File: src/rtl/decode_issue.sv
// decode_issue: decode/issue stage between fetch and execute.
//
// Registers one 32-bit instruction per handshake, splits it into opcode,
// func, register indices and a sign-extended immediate, and tags it with
// register-bank, long-latency and illegal flags. A two-bank scoreboard
// (int / FP) records destinations of in-flight long-latency ops and holds
// off any instruction that names one of them until its writeback.
//
// Instruction format:
//   op=[31:28] rd=[27:22] rs=[21:16] rt=[15:10] func=[3:0] imm=[15:0]
// Opcode map:
//   0 SPECIAL  1 FPU  2 ADDI  3 LW  4 SW  5 LW_S  6 SW_S  7 BEQ
//   8 BEQ_S    9 BLE_S   10..15 other integer ops
// SPECIAL func: 8 MULT, 9 DIV; 6/B/D undefined.
// FPU func: 0 ADD 1 SUB 2 MUL 3 DIV 4 SQRT 5 ABS 7 NEG 8 ITOF 9 FTOI F MOV;
//   6 and A..E undefined.
//
// Ports:
//   clk, rst                 clock, synchronous active-high reset
//   in_valid/in_ready        fetch handshake (in_ready is combinational)
//   in_inst, in_pc           offered instruction and its pc
//   out_valid/out_ready      execute handshake
//   out_op, out_func         opcode; func for SPECIAL/FPU, else 0
//   out_rd/rs/rt, *_fp       register indices and bank (1 = FP)
//   out_imm, out_pc          sign-extended inst[15:0], pc
//   out_long, out_illegal    long-latency op / undefined func
//   wb_valid, wb_fp, wb_addr long-op writeback clears scoreboard bit
//   flush                    drop held and offered instruction
module decode_issue #(
    parameter int          XLEN          = 32,
    parameter int          REG_ADDR_W    = 6,
    parameter int          PC_W          = 15,
    parameter logic [15:0] LONG_FPU_MASK = 16'b0000_0011_0001_1111
) (
    input  logic                  clk,
    input  logic                  rst,
    input  logic                  in_valid,
    output logic                  in_ready,
    input  logic [31:0]           in_inst,
    input  logic [PC_W-1:0]       in_pc,
    output logic                  out_valid,
    input  logic                  out_ready,
    output logic [3:0]            out_op,
    output logic [3:0]            out_func,
    output logic [REG_ADDR_W-1:0] out_rd,
    output logic [REG_ADDR_W-1:0] out_rs,
    output logic [REG_ADDR_W-1:0] out_rt,
    output logic                  out_rd_fp,
    output logic                  out_rs_fp,
    output logic                  out_rt_fp,
    output logic [XLEN-1:0]       out_imm,
    output logic [PC_W-1:0]       out_pc,
    output logic                  out_long,
    output logic                  out_illegal,
    input  logic                  wb_valid,
    input  logic                  wb_fp,
    input  logic [REG_ADDR_W-1:0] wb_addr,
    input  logic                  flush
);

    localparam int NREG = 1 << REG_ADDR_W;
    localparam logic [NREG-1:0] SB_ONE = NREG'(1);

    localparam logic [3:0] OP_SPECIAL = 4'd0;
    localparam logic [3:0] OP_FPU     = 4'd1;
    localparam logic [3:0] OP_LW_S    = 4'd5;
    localparam logic [3:0] OP_SW_S    = 4'd6;
    localparam logic [3:0] OP_BEQ_S   = 4'd8;
    localparam logic [3:0] OP_BLE_S   = 4'd9;

    localparam logic [3:0] SP_MULT  = 4'h8;
    localparam logic [3:0] SP_DIV   = 4'h9;
    localparam logic [3:0] FP_ITOF  = 4'h8;
    localparam logic [3:0] FP_FTOI  = 4'h9;

    // ------------------------------------------------------------------
    // Field extraction and classification of the offered instruction
    // ------------------------------------------------------------------
    logic [3:0]            w_op;
    logic [3:0]            w_func_raw;
    logic [3:0]            w_func;
    logic [REG_ADDR_W-1:0] w_rd;
    logic [REG_ADDR_W-1:0] w_rs;
    logic [REG_ADDR_W-1:0] w_rt;
    logic [XLEN-1:0]       w_imm;
    logic                  w_special;
    logic                  w_fpu;
    logic                  w_rd_fp;
    logic                  w_rs_fp;
    logic                  w_rt_fp;
    logic                  w_illegal;
    logic                  w_long;

    assign w_op       = in_inst[31:28];
    assign w_rd       = in_inst[22 +: REG_ADDR_W];
    assign w_rs       = in_inst[16 +: REG_ADDR_W];
    assign w_rt       = in_inst[10 +: REG_ADDR_W];
    assign w_func_raw = in_inst[3:0];
    assign w_imm      = {{(XLEN-16){in_inst[15]}}, in_inst[15:0]};
    assign w_special  = (w_op == OP_SPECIAL);
    assign w_fpu      = (w_op == OP_FPU);
    assign w_func     = (w_special || w_fpu) ? w_func_raw : 4'd0;

    always_comb begin
        w_rd_fp   = 1'b0;
        w_rs_fp   = 1'b0;
        w_rt_fp   = 1'b0;
        w_illegal = 1'b0;
        w_long    = 1'b0;
        unique case (w_op)
            OP_SPECIAL: begin
                w_illegal = (w_func_raw == 4'h6) || (w_func_raw == 4'hB) ||
                            (w_func_raw == 4'hD);
                w_long    = (w_func_raw == SP_MULT) || (w_func_raw == SP_DIV);
            end
            OP_FPU: begin
                w_rd_fp   = (w_func_raw != FP_FTOI);
                w_rs_fp   = (w_func_raw != FP_ITOF);
                w_rt_fp   = 1'b1;
                w_illegal = (w_func_raw == 4'h6) ||
                            ((w_func_raw >= 4'hA) && (w_func_raw <= 4'hE));
                // An undefined func must never reserve a register.
                w_long    = LONG_FPU_MASK[w_func_raw] && !w_illegal;
            end
            OP_LW_S:  w_rd_fp = 1'b1;
            OP_SW_S:  w_rt_fp = 1'b1;
            OP_BEQ_S, OP_BLE_S: begin
                w_rs_fp = 1'b1;
                w_rt_fp = 1'b1;
            end
            default: ;
        endcase
    end

    // ------------------------------------------------------------------
    // Scoreboard and handshake
    // ------------------------------------------------------------------
    logic [NREG-1:0] r_pend_int;
    logic [NREG-1:0] r_pend_fp;
    logic            w_haz_rd;
    logic            w_haz_rs;
    logic            w_haz_rt;
    logic            w_hazard;
    logic            w_accept;
    logic [NREG-1:0] w_set_int;
    logic [NREG-1:0] w_set_fp;
    logic [NREG-1:0] w_clr_int;
    logic [NREG-1:0] w_clr_fp;
    logic            r_valid;

    // Every field is checked against its bank even if the opcode ignores it;
    // the occasional extra stall is cheaper than per-opcode usage decode.
    assign w_haz_rd = w_rd_fp ? r_pend_fp[w_rd] : r_pend_int[w_rd];
    assign w_haz_rs = w_rs_fp ? r_pend_fp[w_rs] : r_pend_int[w_rs];
    assign w_haz_rt = w_rt_fp ? r_pend_fp[w_rt] : r_pend_int[w_rt];
    assign w_hazard = w_haz_rd | w_haz_rs | w_haz_rt;

    assign in_ready = (!r_valid || out_ready) && !w_hazard && !flush;
    assign w_accept = in_valid && in_ready;

    assign w_set_int = (w_accept && w_long && !w_rd_fp) ? (SB_ONE << w_rd) : '0;
    assign w_set_fp  = (w_accept && w_long &&  w_rd_fp) ? (SB_ONE << w_rd) : '0;
    assign w_clr_int = (wb_valid && !wb_fp) ? (SB_ONE << wb_addr) : '0;
    assign w_clr_fp  = (wb_valid &&  wb_fp) ? (SB_ONE << wb_addr) : '0;

    // Set is applied after clear so a new reservation survives a writeback
    // to the same register in the same cycle. Flush leaves the scoreboard
    // alone: ops already in execute will still write back.
    always_ff @(posedge clk) begin
        if (rst) begin
            r_pend_int <= '0;
            r_pend_fp  <= '0;
        end else begin
            r_pend_int <= (r_pend_int & ~w_clr_int) | w_set_int;
            r_pend_fp  <= (r_pend_fp  & ~w_clr_fp)  | w_set_fp;
        end
    end

    // ------------------------------------------------------------------
    // Output register
    // ------------------------------------------------------------------
    logic [3:0]            r_op;
    logic [3:0]            r_func;
    logic [REG_ADDR_W-1:0] r_rd;
    logic [REG_ADDR_W-1:0] r_rs;
    logic [REG_ADDR_W-1:0] r_rt;
    logic                  r_rd_fp;
    logic                  r_rs_fp;
    logic                  r_rt_fp;
    logic [XLEN-1:0]       r_imm;
    logic [PC_W-1:0]       r_pc;
    logic                  r_long;
    logic                  r_illegal;

    always_ff @(posedge clk) begin
        if (rst) begin
            r_valid <= 1'b0;
        end else if (flush) begin
            r_valid <= 1'b0;
        end else if (w_accept) begin
            r_valid <= 1'b1;
        end else if (out_ready) begin
            r_valid <= 1'b0;
        end
    end

    // Fields only move on accept, so they hold while stalled and after drain.
    always_ff @(posedge clk) begin
        if (rst) begin
            r_op      <= '0;
            r_func    <= '0;
            r_rd      <= '0;
            r_rs      <= '0;
            r_rt      <= '0;
            r_rd_fp   <= 1'b0;
            r_rs_fp   <= 1'b0;
            r_rt_fp   <= 1'b0;
            r_imm     <= '0;
            r_pc      <= '0;
            r_long    <= 1'b0;
            r_illegal <= 1'b0;
        end else if (w_accept) begin
            r_op      <= w_op;
            r_func    <= w_func;
            r_rd      <= w_rd;
            r_rs      <= w_rs;
            r_rt      <= w_rt;
            r_rd_fp   <= w_rd_fp;
            r_rs_fp   <= w_rs_fp;
            r_rt_fp   <= w_rt_fp;
            r_imm     <= w_imm;
            r_pc      <= in_pc;
            r_long    <= w_long;
            r_illegal <= w_illegal;
        end
    end

    assign out_valid   = r_valid;
    assign out_op      = r_op;
    assign out_func    = r_func;
    assign out_rd      = r_rd;
    assign out_rs      = r_rs;
    assign out_rt      = r_rt;
    assign out_rd_fp   = r_rd_fp;
    assign out_rs_fp   = r_rs_fp;
    assign out_rt_fp   = r_rt_fp;
    assign out_imm     = r_imm;
    assign out_pc      = r_pc;
    assign out_long    = r_long;
    assign out_illegal = r_illegal;

endmodule
File: config.mk
export PLATFORM = sky130hd
export DESIGN_NAME = decode_issue
export DESIGN_NICKNAME = d
export VERILOG_FILES = /design/src/rtl/decode_issue.sv
export SDC_FILE = /design/constraint.sdc
export NUM_CORES = 1
export LEC_CHECK = 0
export BUFFER_PORTS_ARGS = -buffer_cell sky130_fd_sc_hd__buf_2
export CAP_MARGIN = 25
export CORE_ASPECT_RATIO = 0.7
export CORE_MARGIN = 3
export CORE_UTILIZATION = 50
export CTS_CLUSTER_DIAMETER = 30
export DETAILED_ROUTE_END_ITERATION = 7
export GPL_ROUTABILITY_DRIVEN = 1
export PLACE_DENSITY = 0.7
export SYNTH_ARGS = -nofsm -noshare
export SYNTH_HDL_FRONTEND = slang
export SYNTH_SLANG_ARGS = --single-unit
File: constraint.sdc
create_clock -name clk -period 10.4 [get_ports clk]
set_clock_uncertainty 0.05 [all_clocks]
set_input_delay 2.08 -clock clk [delete_from_list [all_inputs] [get_ports clk]]
set_output_delay 2.08 -clock clk [all_outputs]
set_load 0.005 [all_outputs]
Word-level counts from Yosys, hierarchy flattened --
Memory sizes are Yosys's and may differ from the RTL's. Index checks and enable logic that the tools add are counted.
Operators by class: reduce and logical (&&, ||, !) cells 27, $lt $le $gt $ge 6, mux-type cells 28, shift operators 2, bitwise gates (word level) 8, equal/unequal tests 12
Operators by type and width (number):
- $mux 64 | 4
- $and 64x64->64 | 2
- $not 64->64 | 2
- $or 64x64->64 | 2
- $shl 1x6->64 const A | 2
- $bmux 1 s6 | 6
- $eq 4x4->1 const B | 6
- $lt 6x7->1 const B | 3
- $mux 1 | 13
- $eq 4x3->1 const B | 3
- $logic_and 1x1->1 | 10
- $ne 4x4->1 const B | 2
- $pmux 1 s2 | 4
- $logic_not 1->1 | 6
- $logic_or 1x1->1 | 6
- $lt 4x5->1 const B | 1
- $eq 4x1->1 const B | 1
- $ge 4x4->1 const B | 1
- $le 4x4->1 const B | 1
- $logic_not 4->1 | 1
- $mux 4 | 1
- $reduce_or 2->1 | 2
- $reduce_or 4->1 | 1
- $or 1x1->1 | 2
- $reduce_bool 2->1 | 1
Word-level totals: memories kept 1, memory bits (read-only) 16, bits of input ports 60, flip-flop bits (word level) 191
Memory list:
- (name not given) | words 16, width 1, rd ports 1, clocked after Yosys merged registers in 0, wr ports 0, line 123 | w_long = LONG_FPU_MASK[w_func_raw] && !w_illegal;

Depth between registers and ports, before layout --
Gate-level depths: netlist of run 1.
word-level depth 14, depth in mapped cells 15

Worst setup path after synthesis of run 1 --
No wires, ideal clock.
kind input-to-output, from input port in_inst[22], to output port in_ready, arrival time 4007 ps, required time 8270 ps, stages on the path 8, setup slack 4263 ps, cells stage by stage buf_4 > buf_4 > buf_2 > mux2_4 > a2111oi_2 > and4b_4 > nor3_4 > and4_1
Between the ends: word-level cells in the longest chain between the ends 8, elaborated cells between the ends (all ways) 10, classes of those cells 5 x mux; 2 x bitwise; 3 x reduce/logical
Ends and longest elaborated chain:
- start, declared | line 39 | input logic [31:0] in_inst,
- $bmux 1 s6 | line 153 | assign w_haz_rd = w_rd_fp ? r_pend_fp[w_rd] : r_pend_int[w_rd];
- $mux 1 (implied by the code) | line 153
- $mux 1 (*) | line 153
- $or 1x1->1 (*) (2 in series) | line 156 | assign w_hazard = w_haz_rd | w_haz_rs | w_haz_rt;
- $logic_not 1->1 (*) | line 158 | assign in_ready = (!r_valid || out_ready) && !w_hazard && !flush;
- $logic_and 1x1->1 (*) (2 in series) | line 158
- end, declared | line 38 | output logic in_ready,
Every way passes the cells marked *; elsewhere a longest branch is shown, timed or not. The select of a mux whose other input is x is not followed.

Worst setup path after layout of run 1 --
from input port in_inst[23], to output port in_ready
The elaborated chain is that of the path after synthesis.

==> metrics.txt, run 1 <==
# TYPE chip_impl_metric gauge
chip_impl_info{name="outcome",value="finished, final reports clean"} 1
chip_impl_metric{name="wire_length_of_the_first_global_routing_pass",unit="µm"} 68870
chip_impl_metric{name="groute.layer.met1.usage",unit="%"} 46.62
chip_impl_metric{name="die_w",unit="µm"} 194.8
chip_impl_metric{name="tightestPinTransition",unit="ns"} 1.144
chip_impl_metric{name="syn_to_final_growth",unit="%"} 8.473
chip_impl_metric{name="cts_buffers",unit=""} 17
chip_impl_metric{name="post_synth_num_cell_types",unit=""} 64
chip_impl_metric{name="via_per_inst",unit=""} 6.750
chip_impl_metric{name="reg2reg_setup_slack",unit="ns"} 6.79
chip_impl_metric{name="syn_area_per_cell",unit="µm²"} 8.547
chip_impl_metric{name="multiInputGateArea",unit="µm²"} 7998
chip_impl_metric{name="io_buffer_count",unit=""} 139
chip_impl_metric{name="min_delay_path_depth",unit=""} 2
chip_impl_metric{name="number_of_global_route_vias_before_repair",unit=""} 11280
chip_impl_metric{name="max_freq",unit="MHz"} 136.1
chip_impl_metric{name="hold_violations",unit=""} 0
chip_impl_metric{name="total_vias_in_the_final_route",unit=""} 12240
chip_impl_metric{name="gpl.final_weighted_congestion",unit=""} 1.029
chip_impl_metric{name="floorplan.io_pins",unit=""} 140
chip_impl_metric{name="vdd.ir_drop.worst",unit="mV"} 0.1245
chip_impl_metric{name="nFillCells",unit=""} 2160
chip_impl_metric{name="grt_max_degree",unit=""} 170
chip_impl_metric{name="p_total",unit="W"} 0.001607
chip_impl_metric{name="synth_seq_area_share",unit="%"} 29.68
chip_impl_metric{name="fin_crit_sh",unit="%"} 70.65
chip_impl_metric{name="register_clock_pin_slew_on_the_reported_worst_setup_and_hold_paths",unit="ns"} 0.07
chip_impl_metric{name="holdBufCountCts",unit=""} 0
chip_impl_info{name="worst_hold_startpoint",value="out_pc[11]$_SDFFE_PP0P_"} 1
chip_impl_info{name="hold_path_class",value="reg2reg"} 1
chip_impl_metric{name="clkLatencyLatePin",unit="ns"} 0.46
chip_impl_metric{name="worst_r2r_path_depth",unit=""} 8
chip_impl_metric{name="synth_cells",unit=""} 1460
chip_impl_metric{name="crit_required",unit="ns"} 8.27
chip_impl_info{name="cts_root_buffer_type",value="clkbuf_16"} 1
chip_impl_metric{name="ctsLongestPathBuffers",unit=""} 2
chip_impl_metric{name="setup-tns-final",unit="ns"} 0
chip_impl_info{name="end_kind",value="primary output"} 1
chip_impl_metric{name="worst-path-max-fanout",unit=""} 30
chip_impl_metric{name="count_of_standard_cell_rows",unit=""} 47
chip_impl_metric{name="mappedNetlistArea",unit="µm²"} 12480
chip_impl_metric{name="grt_overall_usage",unit="%"} 32.40
chip_impl_metric{name="cts.sink_count",unit=""} 185
chip_impl_info{name="cts_tree",value="yes"} 1
chip_impl_metric{name="ys_ff_latch",unit=""} 185
chip_impl_metric{name="dieArea",unit="µm²"} 26920
chip_impl_metric{name="grt_antenna_before_repair",unit=""} 2
chip_impl_metric{name="place_hpwl",unit="µm"} 30340
chip_impl_metric{name="max_cap_violations",unit=""} 0
chip_impl_info{name="timing.rr.start",value="r_pend_fp[4]$_SDFF_PP0_"} 1
chip_impl_metric{name="synth-edff-count",unit=""} 0
chip_impl_metric{name="detail_route.wirelength",unit="µm"} 45130
chip_impl_info{name="startpoint_type",value="input pin"} 1
chip_impl_metric{name="drive_gt1_share",unit="%"} 18.29
chip_impl_metric{name="sequential_cell_area",unit="µm²"} 3704
chip_impl_metric{name="post_cts_resize_count",unit=""} 0
chip_impl_metric{name="detail_route.wl_per_cell",unit="µm"} 24.89
chip_impl_metric{name="global_route.overflow_total",unit=""} 0
chip_impl_metric{name="antenna_violating_nets_post_route",unit=""} 0
chip_impl_metric{name="gr-usage-met3",unit="%"} 12.16
chip_impl_metric{name="static-leakage-power",unit="nW"} 4.766
chip_impl_metric{name="synth_nets",unit=""} 1520
chip_impl_metric{name="initial_core_util",unit="%"} 51.88
chip_impl_metric{name="yosys_warns",unit=""} 0
chip_impl_info{name="busiest_layer",value="met1"} 1
chip_impl_info{name="reg2reg_to",value="out_rd_fp$_SDFFE_PP0P_"} 1
chip_impl_info{name="criticalPathCategory",value="in2out"} 1
chip_impl_metric{name="timing.critical_path.arrival",unit="ns"} 5.22
chip_impl_metric{name="relSlewSlack",unit="%"} 23.42
chip_impl_metric{name="number_of_remaining_drc_errors",unit=""} 0
chip_impl_metric{name="core_area",unit="µm²"} 24050
chip_impl_metric{name="dr.first_iter.drc_count",unit=""} 1834
chip_impl_metric{name="gr-usage-met2",unit="%"} 44.96
chip_impl_info{name="grt_setup_unrepaired",value="false"} 1
chip_impl_metric{name="pwr_density_cell",unit="nW/µm²"} 118.7
chip_impl_info{name="hold_end",value="out_pc[11]$_SDFFE_PP0P_"} 1
chip_impl_metric{name="async_s_r_ff_share_synth",unit="%"} 0
chip_impl_metric{name="timing.final.max_slew_violations",unit=""} 0
chip_impl_metric{name="first_pass_iters",unit=""} 8
chip_impl_metric{name="finalSetupViolCount",unit=""} 0
chip_impl_metric{name="timing.final.crit_period",unit="ns"} 7.348
chip_impl_metric{name="post-cts-setup-buffers",unit=""} 0
chip_impl_metric{name="die_y",unit="µm"} 138.2
chip_impl_metric{name="total_number_of_h_tree_levels",unit=""} 4
chip_impl_info{name="synth_top_flop_cell",value="dfxtp_1"} 1
chip_impl_metric{name="num-nets-final",unit=""} 1540
[state kept, by name, indices dropped and copies added (netlist names)]
register	count
out_pc	15
out_illegal	1
out_rs	6
out_rt	6
out_func	4
out_long	1
out_op	4
out_rd_fp	1
out_valid	1
out_imm	10
r_pend_int	64
out_rs_fp	1
r_pend_fp	64
out_rt_fp	1
out_rd	6
[metal layers]
metal / vias to the layer above / part of all wire (%) / wire length (µm)
met4: 2 / 3.2 / 1463
met1: 5840 / 41 / 18660
li1: 5298 / - / -
met3: 139 / 14 / 6529
met5: - / 0.13 / 60
met2: 959 / 41 / 18410
[worst max path at each step]
stage | to | start | slack [ns]
floorplan | in_ready | in_inst[22] | 4.26
global placement | in_ready | in_inst[23] | 3.13
detailed placement | in_ready | in_inst[23] | 3.08
CTS | in_ready | in_inst[23] | 3.08
global route | in_ready | in_inst[23] | 2.93
finish | in_ready | in_inst[23] | 3.05
[placed cells by master, fill, tap and decap left out, types with 11 or more instances in the layout]
cell type and instances:
dfxtp_1 185, mux2i_1 140, buf_2 138, nand2_1 136
o21ai_0 136, nand3_1 132, nand2b_1 124, nand3b_1 97
nor2b_1 60, mux4_2 56, nor2_1 53, a22oi_1 18
clkbuf_16 17, nor3_1 15, buf_4 13, a21oi_1 11
o31ai_1 11
[metrics by stage]
stage | worst slack [ns] | cell area, µm² | util, % | cells | hold WS, ns
finish | 3.052 | 13540 | 56.28 | 1813 | 0.4212
global route | 2.927 | 13540 | 56.28 | 1813 | 0.4434
CTS | 3.079 | 13500 | 56.15 | 1808 | 0.4221
detailed placement | 3.081 | 12940 | 53.78 | 1776 | 0.4106
global placement | 3.133 | 12910 | 53.66 | 1773 | 0.4057
floorplan | 4.263 | 12480 | - | 1460 | 0.4150
[logic make-up (layout without fill, tap and decap cells)]
logic type / Yosys count / in the layout / synth area share, %
AO/OA/AOI/OAI: 241 / 241 / 12.10
buffers and inverters: 162 / 195 / 6.608
flip-flops: 185 / 185 / 29.68
multiplexers: 203 / 203 / 22.00
other: 0 / 2 / 0
AND/OR/NAND/NOR: 669 / 669 / 29.61
[Yosys cell counts (all sizes together), types with 5 or more instances]
| cell type | instances | area, µm² |
|---|---|---|
| dfxtp | 185 | 3704 |
| mux2i | 140 | 1401 |
| o21ai | 140 | 700.7 |
| nand2 | 136 | 510.5 |
| nand3 | 132 | 660.6 |
| nand2b | 124 | 775.7 |
| nand3b | 97 | 728.2 |
| clkbuf | 94 | 356.6 |
| nor2b | 62 | 387.9 |
| buf | 60 | 437.9 |
| mux4 | 56 | 1261 |
| nor2 | 54 | 202.7 |
| a22oi | 18 | 135.1 |
| nor3 | 17 | 96.35 |
| a21oi | 11 | 55.05 |
| nand4 | 11 | 83.83 |
| o31ai | 11 | 82.58 |
| o41ai | 10 | 87.58 |
| or2 | 9 | 56.30 |
| a2111oi | 7 | 67.56 |
| and3 | 7 | 43.79 |
| inv | 7 | 26.28 |
| mux2 | 7 | 82.57 |
| a211oi | 6 | 50.05 |
| or3 | 6 | 37.54 |
| a31oi | 5 | 31.28 |
| a41o | 5 | 50.05 |
| and2 | 5 | 31.28 |
[power by group]
part	total, W	internal (W)	switching [W]
clock	0.000649	0.000349	0.000300
sequential	0.000721	0.000716	0.00000483
combinational	0.000237	0.0000809	0.000156
total	0.00161	0.00115	0.000460
[area by class of cell]
cell class,instances,share of cell area [%]
Multi-Input combinational cell,1113,59.09
Antenna cell,2,0.03698
Timing Repair Buffer,155,6.156
Tap cell,318,2.940
Clock buffer,22,3.503
Inverter,8,0.2219
Clock inverter,10,0.6933
Sequential cell,185,27.36
[critical path, stage by stage]
cell and delay (ns):
buf_2 0.47, buf_4 0.52, mux4_2 0.56, mux2_4 0.28, a2111oi_2 0.40, and4b_4 0.27, nor3_4 0.27, and4_1 0.23
buf_2 0.13
(Power assumes the default switching activity.)
==> run 2, diff against run 1 <==
==> constraint.sdc (replaced) <==
create_clock -name clk -period 7.2 [get_ports clk]
set_clock_uncertainty 0.05 [all_clocks]
set_input_delay 1.44 -clock clk [delete_from_list [all_inputs] [get_ports clk]]
set_output_delay 1.44 -clock clk [all_outputs]
set_load 0.005 [all_outputs]
==> run 2 against run 1 <==
Net effect: total power rose by 45%; design area rose by 0.55%; register-to-register slack got worse by 3.1 ns; sequential share of layout area fell by 0.15 points; critical path depth rose by 1; die area did not move; critical endpoint unchanged; clock-buffer cell count fell by 1; clock power rose by 45%; largest power group unchanged; worst setup slack got worse by 1.7 ns; non-clock buffer count rose by 7.
==> metrics.txt, run 2 (synthesized netlist as in run 1, its figures left out) <==
# TYPE chip_impl_metric gauge
chip_impl_metric{name="syn_to_final_growth",unit="%"} 9.064
chip_impl_metric{name="count_of_standard_cell_rows",unit=""} 47
chip_impl_metric{name="grt_max_degree",unit=""} 139
chip_impl_metric{name="vdd.ir_drop.worst",unit="mV"} 0.1907
chip_impl_metric{name="post_cts_resize_count",unit=""} 0
chip_impl_metric{name="timing.final.max_slew_violations",unit=""} 0
chip_impl_info{name="worst_hold_startpoint",value="out_imm[8]$_SDFFE_PP0P_"} 1
chip_impl_metric{name="nFillCells",unit=""} 2197
chip_impl_metric{name="worst_r2r_path_depth",unit=""} 8
chip_impl_metric{name="setup-tns-final",unit="ns"} 0
chip_impl_info{name="cts_root_buffer_type",value="clkbuf_16"} 1
chip_impl_metric{name="detail_route.wl_per_cell",unit="µm"} 25.16
chip_impl_info{name="layout.cells.most_common",value="dfxtp_1"} 1
chip_impl_metric{name="register_clock_pin_slew_on_the_reported_worst_setup_and_hold_paths",unit="ns"} 0.07
chip_impl_info{name="timing.rr.start",value="r_pend_fp[13]$_SDFF_PP0_"} 1
chip_impl_metric{name="num-nets-final",unit=""} 1547
chip_impl_info{name="reg2reg_to",value="r_pend_fp[51]$_SDFF_PP0_"} 1
chip_impl_info{name="outcome",value="finished, final reports clean"} 1
chip_impl_metric{name="io_buffer_count",unit=""} 139
chip_impl_metric{name="timing.critical_path.arrival",unit="ns"} 4.34
chip_impl_metric{name="die_y",unit="µm"} 138.2
chip_impl_metric{name="post_dp_cell_area",unit="µm²"} 12990
chip_impl_metric{name="netSwitchingPower",unit="W"} 0.0006733
chip_impl_info{name="end_kind",value="primary output"} 1
chip_impl_info{name="criticalPathCategory",value="in2out"} 1
chip_impl_metric{name="detail_route.wirelength",unit="µm"} 45760
chip_impl_metric{name="max_cap_violations",unit=""} 0
chip_impl_metric{name="pwr_density_cell",unit="nW/µm²"} 170.7
chip_impl_metric{name="comb_power_share",unit="%"} 14.8
chip_impl_metric{name="floorplan.io_pins",unit=""} 140
chip_impl_metric{name="post-cts-setup-buffers",unit=""} 0
chip_impl_metric{name="grt_overall_usage",unit="%"} 33.09
chip_impl_info{name="hold_end",value="out_imm[8]$_SDFFE_PP0P_"} 1
chip_impl_metric{name="internal-power",unit="W"} 0.001649
chip_impl_metric{name="relSlewSlack",unit="%"} 23.34
chip_impl_metric{name="drive_gt1_share",unit="%"} 18.60
chip_impl_metric{name="core_area",unit="µm²"} 24050
chip_impl_metric{name="switching_share",unit="%"} 28.99
chip_impl_metric{name="number_of_global_route_vias_before_repair",unit=""} 11370
chip_impl_info{name="grt_setup_unrepaired",value="false"} 1
chip_impl_metric{name="tightestPinTransition",unit="ns"} 1.146
chip_impl_metric{name="crit_required",unit="ns"} 5.71
chip_impl_metric{name="worst-path-max-fanout",unit=""} 34
chip_impl_metric{name="cts_buffers",unit=""} 17
chip_impl_metric{name="final_cell_area",unit="µm²"} 13610
chip_impl_metric{name="global_route.overflow_total",unit=""} 0
chip_impl_metric{name="ctsLongestPathBuffers",unit=""} 2
chip_impl_metric{name="clkLatencyLatePin",unit="ns"} 0.47
chip_impl_metric{name="total_number_of_h_tree_levels",unit=""} 4
chip_impl_info{name="hold_path_class",value="reg2reg"} 1
chip_impl_metric{name="hold_violations",unit=""} 0
chip_impl_metric{name="p_seq_share",unit="%"} 44.9
chip_impl_metric{name="die_w",unit="µm"} 194.8
chip_impl_metric{name="first_pass_iters",unit=""} 7
chip_impl_metric{name="multiInputGateArea",unit="µm²"} 7996
chip_impl_metric{name="dr.first_iter.drc_count",unit=""} 1845
chip_impl_metric{name="cts.sink_count",unit=""} 185
chip_impl_metric{name="sequential_cell_area",unit="µm²"} 3704
chip_impl_metric{name="number_of_remaining_drc_errors",unit=""} 0
chip_impl_metric{name="total_vias_in_the_final_route",unit=""} 12320
chip_impl_info{name="mostFrequentLayoutCells",value="dfxtp_1, mux2i_1, buf_2"} 1
chip_impl_metric{name="max_freq",unit="MHz"} 171.4
chip_impl_metric{name="place_hpwl",unit="µm"} 31560
chip_impl_metric{name="dieArea",unit="µm²"} 26920
chip_impl_metric{name="fin_crit_sh",unit="%"} 81.03
chip_impl_metric{name="finalSetupViolCount",unit=""} 0
chip_impl_metric{name="worst_hold_slack",unit="ns"} 0.4240
chip_impl_metric{name="min_delay_path_depth",unit=""} 2
chip_impl_info{name="startpoint_type",value="input pin"} 1
chip_impl_metric{name="holdBufCountCts",unit=""} 0
chip_impl_metric{name="initial_core_util",unit="%"} 51.88
chip_impl_metric{name="antenna_violating_nets_post_route",unit=""} 0
chip_impl_info{name="cts_tree",value="yes"} 1
chip_impl_metric{name="grt_antenna_before_repair",unit=""} 1
chip_impl_metric{name="via_per_inst",unit=""} 6.773
chip_impl_metric{name="pwr-share-clk",unit="%"} 40.4
chip_impl_metric{name="reg2reg_setup_slack",unit="ns"} 3.73
chip_impl_metric{name="static-leakage-power",unit="nW"} 4.812
chip_impl_metric{name="wire_length_of_the_first_global_routing_pass",unit="µm"} 69970
chip_impl_metric{name="timing.final.crit_period",unit="ns"} 5.834
chip_impl_metric{name="gpl.final_weighted_congestion",unit=""} 0.9963
[run 2: cell count changes in the layout (fill, tap and decap cells not counted), sizes merged]
cell / before / now
clkinv: 6 / 7
clkinvlp: 3 / 2
clkbuf: 22 / 21
diode: 2 / 1
inv: 8 / 9
buf: 155 / 162
[run 2: metrics by stage]
step,worst slack [ns],total power [W],cells,utilization [%]
after floorplan,2.343,0.001289,1460,-
after global routing,1.255,0.002384,1819,56.58
after detailed placement,1.429,0.001393,1781,54.02
after CTS,1.413,0.002304,1813,56.33
after global placement,1.450,0.001388,1777,53.83
final,1.366,0.002323,1819,56.58
[run 2: metal layers]
layer  vias up  global-route usage [%]  part of all wire, %  wire [µm]
li1       5312                       -                    -          -
met1      5860                   46.90                   41      18570
met2       976                   46.53                   41      18620
met3       172                   12.28                   15       6846
met4         0                   11.17                  3.8       1727
met5         -                       0                    0          0
[run 2: cell type report]
cell class	count	area share, %
Multi-Input combinational cell	1113	58.76
Clock buffer	21	3.383
Inverter	8	0.2206
Timing Repair Buffer	162	6.776
Antenna cell	1	0.01839
Clock inverter	11	0.7079
Tap cell	318	2.924
Sequential cell	185	27.21
[run 2: worst max-delay path, cell delays in order]
cell	delay, ns
buf_2	0.75
buf_4	0.31
mux4_2	0.50
nand2_1	0.08
nand2_1	0.05
a221o_1	0.38
a31o_2	0.23
nor3_4	0.22
and4_1	0.23
buf_2	0.13
[run 2: power by group through the flow]
stage          clock [W]  combinational [W]  sequential, W
5_1_grt         0.000983           0.000358        0.00104
3_3_place_gp           0           0.000324        0.00106
2_1_floorplan          0           0.000223        0.00107
3_5_place_dp           0           0.000327        0.00107
4_1_cts         0.000934           0.000328        0.00104
6_report        0.000938           0.000343        0.00104
[run 2: worst max-delay path by stage]
stage	start	endpoint	slack (ns)	cells after the start
after detailed placement	in_inst[23]	in_ready	1.43	11
after global routing	in_inst[23]	in_ready	1.26	11
after CTS	in_inst[23]	in_ready	1.41	10
after floorplan	in_inst[22]	in_ready	2.34	8
final	in_inst[11]	in_ready	1.37	10
after global placement	in_inst[11]	in_ready	1.45	10
==> run 3, diff against run 2 <==
==> constraint.sdc (replaced) <==
create_clock -name clk -period 5.4 [get_ports clk]
set_clock_uncertainty 0.05 [all_clocks]
set_input_delay 1.08 -clock clk [delete_from_list [all_inputs] [get_ports clk]]
set_output_delay 1.08 -clock clk [all_outputs]
set_load 0.005 [all_outputs]
==> run 3 against run 2 <==
Net effect: critical path depth did not move; final cell count rose by 0.55%; combinational power increased by 36%; routed wire length is 0.85% higher.
==> metrics.txt, run 3 (synthesized netlist as in run 1, its figures left out) <==
# TYPE chip_impl_metric gauge
chip_impl_metric{name="grt_antenna_before_repair",unit=""} 0
chip_impl_metric{name="initial_core_util",unit="%"} 51.88
chip_impl_info{name="hold_path_class",value="reg2reg"} 1
chip_impl_info{name="cts_root_buffer_type",value="clkbuf_16"} 1
chip_impl_metric{name="finalSetupViolCount",unit=""} 0
chip_impl_metric{name="max_cap_violations",unit=""} 0
chip_impl_metric{name="ctsLongestPathBuffers",unit=""} 2
chip_impl_info{name="cts_tree",value="yes"} 1
chip_impl_metric{name="post-route-util",unit="%"} 57.05
chip_impl_info{name="criticalPathCategory",value="in2out"} 1
chip_impl_metric{name="place_hpwl",unit="µm"} 32150
chip_impl_metric{name="number_of_global_route_vias_before_repair",unit=""} 11260
chip_impl_metric{name="grt_overall_usage",unit="%"} 33.46
chip_impl_metric{name="post-cts-setup-buffers",unit=""} 0
chip_impl_metric{name="detail_route.wl_per_cell",unit="µm"} 25.23
chip_impl_metric{name="finalNonFillerCells",unit=""} 1829
chip_impl_metric{name="pwr_density_cell",unit="nW/µm²"} 230.0
chip_impl_metric{name="dp.cells",unit=""} 1793
chip_impl_metric{name="antenna_violating_nets_post_route",unit=""} 0
chip_impl_metric{name="syn_to_final_growth",unit="%"} 9.967
chip_impl_info{name="layout.cells.most_common",value="dfxtp_1"} 1
chip_impl_metric{name="worst_r2r_path_depth",unit=""} 10
chip_impl_metric{name="io_buffer_count",unit=""} 139
chip_impl_metric{name="core_area",unit="µm²"} 24050
chip_impl_metric{name="die_y",unit="µm"} 138.2
chip_impl_metric{name="post_dp_cell_area",unit="µm²"} 13100
chip_impl_metric{name="grt_max_degree",unit=""} 129
chip_impl_metric{name="tightestPinTransition",unit="ns"} 1.201
chip_impl_metric{name="insertedDiodeCount",unit=""} 0
chip_impl_metric{name="global_route.overflow_total",unit=""} 0
chip_impl_metric{name="setup-tns-final",unit="ns"} 0
chip_impl_metric{name="worst_hold_slack",unit="ns"} 0.4216
chip_impl_info{name="mostFrequentLayoutCells",value="dfxtp_1, mux2i_1, buf_2"} 1
chip_impl_metric{name="total_number_of_h_tree_levels",unit=""} 4
chip_impl_metric{name="max_freq",unit="MHz"} 192.8
chip_impl_metric{name="post_cts_resize_count",unit=""} 0
chip_impl_metric{name="count_of_standard_cell_rows",unit=""} 47
chip_impl_metric{name="number_of_remaining_drc_errors",unit=""} 0
chip_impl_metric{name="floorplan.io_pins",unit=""} 140
chip_impl_metric{name="total_vias_in_the_final_route",unit=""} 12110
chip_impl_info{name="outcome",value="finished, final reports clean"} 1
chip_impl_metric{name="fin_crit_sh",unit="%"} 96.06
chip_impl_metric{name="static-leakage-power",unit="nW"} 4.876
chip_impl_metric{name="crit_required",unit="ns"} 4.27
chip_impl_metric{name="register_clock_pin_slew_on_the_reported_worst_setup_and_hold_paths",unit="ns"} 0.06
chip_impl_metric{name="clkLatencyLatePin",unit="ns"} 0.46
chip_impl_metric{name="drive_gt1_share",unit="%"} 19.26
chip_impl_metric{name="holdBufCountCts",unit=""} 0
chip_impl_metric{name="vdd.ir_drop.worst",unit="mV"} 0.2569
chip_impl_metric{name="gpl.final_weighted_congestion",unit=""} 0.9869
chip_impl_metric{name="cts_buffers",unit=""} 17
chip_impl_metric{name="dr.first_iter.drc_count",unit=""} 2056
chip_impl_metric{name="wire_length_of_the_first_global_routing_pass",unit="µm"} 70610
chip_impl_info{name="startpoint_type",value="input pin"} 1
chip_impl_metric{name="min_delay_path_depth",unit=""} 2
chip_impl_metric{name="timing.final.max_slew_violations",unit=""} 0
chip_impl_metric{name="detail_route.wirelength",unit="µm"} 46150
chip_impl_metric{name="first_pass_iters",unit=""} 6
chip_impl_info{name="end_kind",value="primary output"} 1
chip_impl_metric{name="cts.sink_count",unit=""} 185
chip_impl_metric{name="timing.critical_path.arrival",unit="ns"} 4.06
chip_impl_metric{name="dieArea",unit="µm²"} 26920
chip_impl_metric{name="num-nets-final",unit=""} 1558
chip_impl_metric{name="relSlewSlack",unit="%"} 19.62
chip_impl_info{name="grt_setup_unrepaired",value="false"} 1
chip_impl_metric{name="worst-path-max-fanout",unit=""} 19
chip_impl_metric{name="hold_violations",unit=""} 0
chip_impl_metric{name="via_per_inst",unit=""} 6.621
chip_impl_metric{name="final_cell_area",unit="µm²"} 13720
chip_impl_metric{name="timing.final.crit_period",unit="ns"} 5.187
chip_impl_metric{name="die_w",unit="µm"} 194.8
chip_impl_metric{name="nFillCells",unit=""} 2174
-- run 3: changes by cell type in the layout (fill, tap and decap cells not counted), sizes merged --
| cell | previous run | this run |
|---|---|---|
| bufinv | 1 | 2 |
| clkbuf | 21 | 20 |
| diode | 1 | 0 |
| inv | 9 | 10 |
| buf | 162 | 172 |
-- run 3: worst max-delay path, cell delays in order --
cell and delay [ns]:
buf_2 0.51, buf_4 0.40, nor2b_1 0.08, a2111oi_0 0.38, a221o_1 0.19, a2111oi_0 0.07
o311ai_0 0.57, and4_1 0.39, and4_1 0.25, buf_2 0.13
-- run 3: power breakdown --
group / total (W) / internal, W / leakage, nW / switching, W
Sequential: 0.00139 / 0.00138 / 1.49 / 0.00000953
Combinational: 0.000467 / 0.000165 / 3.10 / 0.000301
Clock: 0.00130 / 0.000699 / 0.284 / 0.000602
-- run 3: final cells by class --
class                           instances  area [µm²]  area share, %
Sequential cell                       185        3704          26.99
Timing Repair Buffer                  173        1008          7.349
Clock inverter                         13       142.6          1.039
Multi-Input combinational cell       1113        7996          58.27
Inverter                                8       30.03         0.2188
Clock buffer                           19       442.9          3.228
Tap cell                              318       397.9          2.900
-- run 3: path summary, 6_finish.rpt --
path                                  start                 endpoint  slack, ns
setup / recovery                in_inst[11]                 in_ready       0.21
hold / removal      out_imm[9]$_SDFFE_PP0P_  out_imm[9]$_SDFFE_PP0P_       0.42
setup reg to reg  r_pend_int[43]$_SDFF_PP0_   out_rs[1]$_SDFFE_PP0P_       2.13
hold reg to reg     out_imm[9]$_SDFFE_PP0P_  out_imm[9]$_SDFFE_PP0P_       0.42
-- run 3: per-stage QoR --
step / total power (W) / setup WS (ns)
floorplan: 0.001719 / 1.263
global placement: 0.001868 / 0.3353
detailed placement: 0.001869 / 0.3522
CTS: 0.003139 / 0.3488
global route: 0.003242 / 0.01342
finish: 0.003156 / 0.2128
-- run 3: routing by layer --
layer / up-vias / routed length, µm / track usage [%]
met5: - / 0 / 0
met4: 0 / 1429 / 11.10
met3: 131 / 6359 / 11.31
met2: 903 / 18810 / 46.64
met1: 5740 / 19550 / 48.55
li1: 5335 / - / -
